## src/rtl/fp_addsub.sv

```systemverilog
// Single-precision (binary32) adder/subtractor. The datapath is one combinational stage whose result is captured on add_start.
// Build option ADDSUB_RNE_EN: when defined, round to nearest even; otherwise truncate toward zero.
module fp_addsub (
    input  logic        clk,
    input  logic        n_rst,
    input  logic        add_start,
    input  logic        mode,
    input  logic [31:0] op1,
    input  logic [31:0] op2,
    output logic [31:0] add_result,
    output logic        add_done,
    output logic        add_overflow
);

    localparam logic [31:0] QNAN   = 32'h7FC00000;
    localparam logic [26:0] ONES27 = '1;

`ifdef ADDSUB_RNE_EN
    localparam logic RNE_EN = 1'b1;
`else
    localparam logic RNE_EN = 1'b0;
`endif

    logic        sign_x, sign_y;
    logic [7:0]  exp_x, exp_y;
    logic [22:0] frac_x, frac_y;
    logic        nan_x, nan_y, inf_x, inf_y, zero_x, zero_y;

    logic        swap;
    logic        sign_a, sign_b, eff_sub;
    logic [7:0]  exp_a, exp_b, exp_diff;
    logic [22:0] frac_a, frac_b;
    logic [26:0] mant_a, mant_b, mant_b_al;

    logic [27:0] sum_ab;
    logic [26:0] diff_ab;
    logic [4:0]  lzc;
    logic        lzc_found;

    logic [26:0] mant_n;
    logic [9:0]  exp_n, exp_f;
    logic        round_up;
    logic [24:0] mant_r;
    logic [22:0] frac_f;

    logic [31:0] result_d, result_q;
    logic        ovf_d, ovf_q;
    logic        done_q;

    // Operand B's sign is flipped for subtraction so the rest of the datapath only adds.
    assign sign_x = op1[31];
    assign exp_x  = op1[30:23];
    assign frac_x = op1[22:0];
    assign sign_y = op2[31] ^ mode;
    assign exp_y  = op2[30:23];
    assign frac_y = op2[22:0];

    assign nan_x  = (exp_x == 8'hFF) && (frac_x != 23'd0);
    assign nan_y  = (exp_y == 8'hFF) && (frac_y != 23'd0);
    assign inf_x  = (exp_x == 8'hFF) && (frac_x == 23'd0);
    assign inf_y  = (exp_y == 8'hFF) && (frac_y == 23'd0);
    assign zero_x = (exp_x == 8'd0);
    assign zero_y = (exp_y == 8'd0);

    assign swap   = {exp_y, frac_y} > {exp_x, frac_x};
    assign sign_a = swap ? sign_y : sign_x;
    assign exp_a  = swap ? exp_y  : exp_x;
    assign frac_a = swap ? frac_y : frac_x;
    assign sign_b = swap ? sign_x : sign_y;
    assign exp_b  = swap ? exp_x  : exp_y;
    assign frac_b = swap ? frac_x : frac_y;

    assign eff_sub  = sign_a ^ sign_b;
    assign exp_diff = exp_a - exp_b;
    assign mant_a   = {1'b1, frac_a, 3'b000};
    assign mant_b   = {1'b1, frac_b, 3'b000};

    // Bits shifted past the round position are folded into the sticky LSB.
    always_comb begin
        if (exp_diff >= 8'd27) begin
            mant_b_al = 27'd1;
        end else begin
            mant_b_al = (mant_b >> exp_diff)
                      | {26'd0, |(mant_b & ~(ONES27 << exp_diff))};
        end
    end

    assign sum_ab  = {1'b0, mant_a} + {1'b0, mant_b_al};
    assign diff_ab = mant_a - mant_b_al;

    always_comb begin
        lzc       = 5'd0;
        lzc_found = 1'b0;
        for (int i = 26; i >= 0; i--) begin
            if (!lzc_found && diff_ab[i]) begin
                lzc       = 5'(26 - i);
                lzc_found = 1'b1;
            end
        end
    end

    always_comb begin
        if (eff_sub) begin
            mant_n = diff_ab << lzc;
            exp_n  = {2'b00, exp_a} - {5'd0, lzc};
        end else if (sum_ab[27]) begin
            mant_n = {sum_ab[27:2], sum_ab[1] | sum_ab[0]};
            exp_n  = {2'b00, exp_a} + 10'd1;
        end else begin
            mant_n = sum_ab[26:0];
            exp_n  = {2'b00, exp_a};
        end
    end

    // mant_n[3] is the result LSB; [2:0] are guard, round and sticky.
    assign round_up = RNE_EN & mant_n[2] & (mant_n[1] | mant_n[0] | mant_n[3]);
    assign mant_r   = {1'b0, mant_n[26:3]} + {24'd0, round_up};
    assign frac_f   = mant_r[24] ? mant_r[23:1] : mant_r[22:0];
    assign exp_f    = mant_r[24] ? (exp_n + 10'd1) : exp_n;

    always_comb begin
        result_d = 32'h0;
        ovf_d    = 1'b0;
        if (nan_x || nan_y || (inf_x && inf_y && (sign_x != sign_y))) begin
            result_d = QNAN;
        end else if (inf_x) begin
            result_d = {sign_x, 8'hFF, 23'd0};
        end else if (inf_y) begin
            result_d = {sign_y, 8'hFF, 23'd0};
        end else if (zero_x && zero_y) begin
            result_d = {sign_x & sign_y, 31'd0};
        end else if (zero_x) begin
            result_d = {sign_y, exp_y, frac_y};
        end else if (zero_y) begin
            result_d = {sign_x, exp_x, frac_x};
        end else if (eff_sub && (diff_ab == 27'd0)) begin
            result_d = 32'h0;
        end else if (exp_n[9] || (exp_n == 10'd0)) begin
            result_d = {sign_a, 31'd0};
        end else if (exp_f >= 10'd255) begin
            result_d = {sign_a, 8'hFF, 23'd0};
            ovf_d    = 1'b1;
        end else begin
            result_d = {sign_a, exp_f[7:0], frac_f};
        end
    end

    always_ff @(posedge clk or negedge n_rst) begin
        if (!n_rst) begin
            result_q <= 32'h0;
            ovf_q    <= 1'b0;
            done_q   <= 1'b0;
        end else if (add_start) begin
            result_q <= result_d;
            ovf_q    <= ovf_d;
            done_q   <= 1'b1;
        end else begin
            done_q   <= 1'b0;
        end
    end

    assign add_result   = result_q;
    assign add_overflow = ovf_q;
    assign add_done     = done_q;

endmodule

```

## config.mk

```make
export PLATFORM = sky130hd
export DESIGN_NAME = fp_addsub
export DESIGN_NICKNAME = d
export VERILOG_FILES = /design/src/rtl/fp_addsub.sv
export SDC_FILE = /design/constraint.sdc
export NUM_CORES = 1
export LEC_CHECK = 0
export ABC_CLOCK_PERIOD_IN_PS = 3000
export CAP_MARGIN = 20
export CORE_ASPECT_RATIO = 1.75
export CORE_MARGIN = 1.5
export CORE_UTILIZATION = 48
export CTS_CLUSTER_DIAMETER = 150
export DETAILED_ROUTE_END_ITERATION = 16
export PLACE_DENSITY = 0.65
export SLEW_MARGIN = 5
export SYNTH_ARGS = -nofsm -noshare
export SYNTH_HDL_FRONTEND = slang
export SYNTH_SLANG_ARGS = --single-unit
```

## constraint.sdc

```tcl
create_clock -name clk -period 3 [get_ports clk]
set_input_delay 0.6 -clock clk [delete_from_list [all_inputs] [get_ports clk]]
set_output_delay 0.6 -clock clk [all_outputs]
set_load 0.005 [all_outputs]
```

==> run metrics, run 1 <==
syn nets=just under 2000; chip width=between 100 and 150 um; stage reached=5_1_grt; Remaining Overflow, GRT=between 50 and 60; vias in the first global route=about 21000; EDFF count, synth=0; Hold Buf Count CTS=0; syn avg cell area=between 6 and 7 um2; IO buf count=just over 100; num ports=102; Mapped Cells=1800; Mapped Area=between 10000 and 15000 um2; Cell Rows=77; HPWL Detailed=just under 60000 um; GRT Overall Usage=0.6193; first-pass GRT wire length=128500 um; pre-CTS setup slack=-8.534 ns; Clock Tree Root=clkbuf_16; Clock Sinks=34; flops & latches, synth=34; Clock Tree Buf Depth=2; fraction of registers with async set/reset=1.000; DIE HEIGHT=215.7 um; Yosys warnings=0; register area share after synthesis=0.06859; status=stopped before the end; most common flop cell mapped by yosys=dfrtp_1; CTS buffer count=5; H-tree levels=2; RePlAce Congestion=between 1 and 1.5; first error=[ERROR GRT-0116] Global routing finished with congestion. Check the congestion regions in the DRC Viewer.; pin count of the biggest net entering global routing=51; Netlist cell types=between 100 and 150; Initial Utilization=0.4896
==> cells in the mapped netlist, drive strengths merged, types with 19 or more instances <==
master | instances | area (um2)
a21o | 26 | 195.2
mux2 | 26 | 292.8
clkbuf | 65 | 244.0
nor2 | 178 | 684.4
a211oi | 24 | 197.7
a21oi | 136 | 680.7
o21ai | 137 | 693.2
a31oi | 24 | 156.4
xnor2 | 40 | 357.8
buf | 51 | 340.3
and2 | 23 | 143.9
o211ai | 38 | 327.8
nand2 | 204 | 770.7
nand4 | 35 | 240.2
nand3 | 65 | 335.3
ha | 88 | 1101
mux2i | 114 | 1141
nor3 | 45 | 235.2
inv | 111 | 416.7
nor2b | 19 | 118.9
dfrtp | 34 | 850.8
nor4 | 24 | 207.7
==> repair_timing <==
action                                 CTS
cloned                                   1
endpoints found under the hold margin    0
setup endpoints to repair               33
gates resized for setup                350
buffers inserted                       109
pin swaps                              101
==> metrics by stage <==
stage               cell area (um2)  utilization  instances
global placement              18850       0.7438       2804
CTS                           20730       0.8181       2921
detailed placement            18850       0.7438       2804
floorplan                     12910            -       1800
==> routing by layer <==
| layer | overflow | track usage |
|---|---|---|
| met4 | 23 | 0.7065 |
| met1 | 2 | 0.5858 |
| met5 | 0 | 0 |
| met2 | 28 | 0.9038 |
| met3 | 3 | 0.3156 |
==> cell families after synthesis <==
group	count (synthesis)	share of synthesized area
buffers and inverters	230	0.08170
adder cells (fa/ha/maj)	90	0.09199
AND/OR/NAND/NOR	643	0.2478
XOR/XNOR	51	0.03662
multiplexers	153	0.1392
flip-flops	34	0.06859
AO/OA/AOI/OAI	599	0.3341
==> inputs of run 2 (changes only) <==
- CORE_ASPECT_RATIO: 1.75 -> not set
- CORE_UTILIZATION: 48 -> 33
- CTS_CLUSTER_DIAMETER: 150 -> not set
- PLACE_DENSITY: 0.65 -> not set
- PLACE_DENSITY_LB_ADDON: not set -> 0.15
==> run 2 against run 1 <==
  * The flow now finishes, with violations (setup timing)
  * Area after synthesis stayed put
  * Synthesized cell count did not move
==> run metrics, run 2 <==
first-pass GRT wire length=between 100000 and 150000 um; Largest stage delay, worst path=0.48 ns; DP Cell Count=2962 (was 2804); Tmin final=10.35 ns; drt wl/cell=between 20 and 25 um; Mapped Cells=1800 (unchanged); routed vias/inst=roughly 6; Final period util=3.450; IO buf count=101 (unchanged); CTS buffer count=5 (unchanged); DIE HEIGHT=196.9 um (was 215.7 um); clk_lat worst skew=approximately 0.28 ns; DRT Pass-1 Iters=6; max FFs per register=32; most common cell after layout, fill and taps aside=buf_4; Tightest Pin Transition=1.048 ns; Initial DRC Count=1564; Yosys warnings=0 (unchanged); Hold Slack=a little over 0.4 ns; most used routing layer=met2; most common flop cell mapped by yosys=dfrtp_1 (unchanged); VDD IR max=roughly 0.25 mV; Design Power=roughly 11 mW; min-delay worst type=in -> async; final setup skew=0 ns; Remaining Overflow, GRT=0; RePlAce Congestion=1.040 (was 1.147); max-slew violations=0; Netlist cell types=110 (unchanged); num ports=102 (unchanged); area of the core=around 37000 um2; layout cells sized above 1=0.4482; Startpoint Class=primary input; top post-synthesis cells by area=mux2i_1 9.2%, ha_1 8.9%, dfrtp_1 6.9%, nand2_1 6.1%, a21oi_1 5.5% (unchanged); initial antenna violation count=2; CP max-delay cell=or4_1; PD cells=539.0 nW/um2; Residual DRC=0; Final Hold Fails=0; vias in the first global route=between 15000 and 20000; pre-CTS setup slack=-8.584 ns (was -8.534 ns); Reg clk slew, reported paths=around 0.060 ns; leading area contributor after synthesis=mux2i_1 (unchanged); Max-Cap Viols=0; Hold Buf Count CTS=0 (unchanged); pin count of the biggest net entering global routing=74; EDFF count, synth=0 (unchanged); met3 Track Usage GR=0.04449; Fillers=about 3600; DRT Wirelength=74120 um; max frequency=96.62 MHz; fraction of registers with async set/reset=1.000 (unchanged); met1 GRT Util=0.5112; Synth-to-Final Area Change=69.86%; Initial Utilization=0.3372 (was 0.4896); Clock Sinks=34 (unchanged); H-tree levels=2 (unchanged); Cell Rows=70 (was 77); flops & latches, synth=34 (unchanged); Clock Tree Root=clkbuf_16 (unchanged); Arr. time, crit path=~11 ns; Worst Path Max Fanout=13; unrepaired setup endpoints after global routing=true; antenna-violating nets left=0; chip width=196.9 um (was 124.5 um); final cell count without fillers=between 3000 and 4000; crit end category=register; worst setup margin=-7.350 ns; WP buf/inv=6; Clock Tree Buf Depth=2 (unchanged); GRT Overall Usage=0.3745; Setup Viol. Count Final=33; failing checks=setup timing; nets=between 2000 and 3000; worst setup path category=in -> reg; Leak=between 9 and 10 nW; register area share after synthesis=0.06859 (unchanged); met2 GRT Util=0.6036; syn nets=1958 (unchanged); syn avg cell area=6.891 um2 (unchanged); Slew HR=0.2976; commonest non-fill, non-tap cells in the layout=778 x buf_4, 193 x nand2_1, 169 x nor2_1, 117 x a21oi_1, 111 x mux2i_1; via total after detailed routing=~18000; CTS tree=done; status=finished with violations (was stopped before the end); Synth top area share=0.09199 (unchanged); Die Area=just under 40000 um2; largest delay contributor family on the critical path=compound AO/OA/AOI/OAI gates; Mapped Area=12400 um2 (unchanged); count leader, synth=nand2_1 (unchanged); Post-synth top cells=202 x nand2_1, 177 x nor2_1, 136 x a21oi_1 (unchanged); HPWL Detailed=61700 um (was 58270 um); WP data required=3.16 ns
==> run 2: routing by layer <==
| layer | part of all wire | up-vias |
|---|---|---|
| met2 | 0.44 | 842 |
| met1 | 0.44 | 8626 |
| li1 | - | 8314 |
| met5 | 0 | - |
| met4 | 0.044 | 0 |
| met3 | 0.080 | 131 |
==> run 2: repair_timing <==
item / 4_1_cts / 5_1_grt
pin swaps: 132 / 26
endpoints found under the setup margin: 33 / 33
buffers inserted: 79 / 17
cloned: 3 / 0
gates resized for setup: 448 / 34
==> run 2: final timing paths <==
kind,start,end,slack (ns),cells past startpoint
min in group clk,add_result[24],add_result[24],0.51,1
setup reg to reg,add_result[15],add_result[15],1.53,7
max in group asynchronous,n_rst,add_result[20],2.05,1
hold reg to reg,add_result[24],add_result[24],0.51,1
setup / recovery,op1[18],add_result[3],-7.35,50
hold / removal,n_rst,add_done,0.41,1
==> run 2: through the flow <==
stage | util | instance area [um2] | setup TNS [ns]
final | 0.5728 | 21070 | -233.42
after global routing | 0.5727 | 21070 | -248.46
after detailed placement | 0.5189 | 19090 | -271.66
after CTS | 0.5652 | 20790 | -224.51
after global placement | 0.5189 | 19090 | -267.09
after floorplan | - | 12910 | -259.26
==> run 2: power by group <==
part / total, mW / switching, mW / leakage, nW / internal (mW)
registers: 0.844 / 0.203 / 0.413 / 0.641
logic: 10.0 / 5.14 / 9.27 / 4.86
clock network: 0.517 / 0.216 / 0.0695 / 0.300
==> run 2: cell families after synthesis <==
family	after synthesis	share of synthesized area
multiplexers	153	0.1392
AO/OA/AOI/OAI	599	0.3341
buffers and inverters	230	0.08170
adder cells (fa/ha/maj)	90	0.09199
XOR/XNOR	51	0.03662
AND/OR/NAND/NOR	643	0.2478
flip-flops	34	0.06859
==> run 2: cell type report <==
type                    instances  area [um2]  share of cell area
clock buffers                   5       125.1            0.005938
clock inverters                 2       10.01           0.0004751
repair buffers                907        7176              0.3406
flip-flops and latches         34       850.8             0.04038
inverters                     114       441.7             0.02096
multi-input cells            1537       11880              0.5637
diodes                          2       5.005           0.0002375
well taps                     468       585.6             0.02779
No activity file was read; power rests on OpenSTA's default activity.
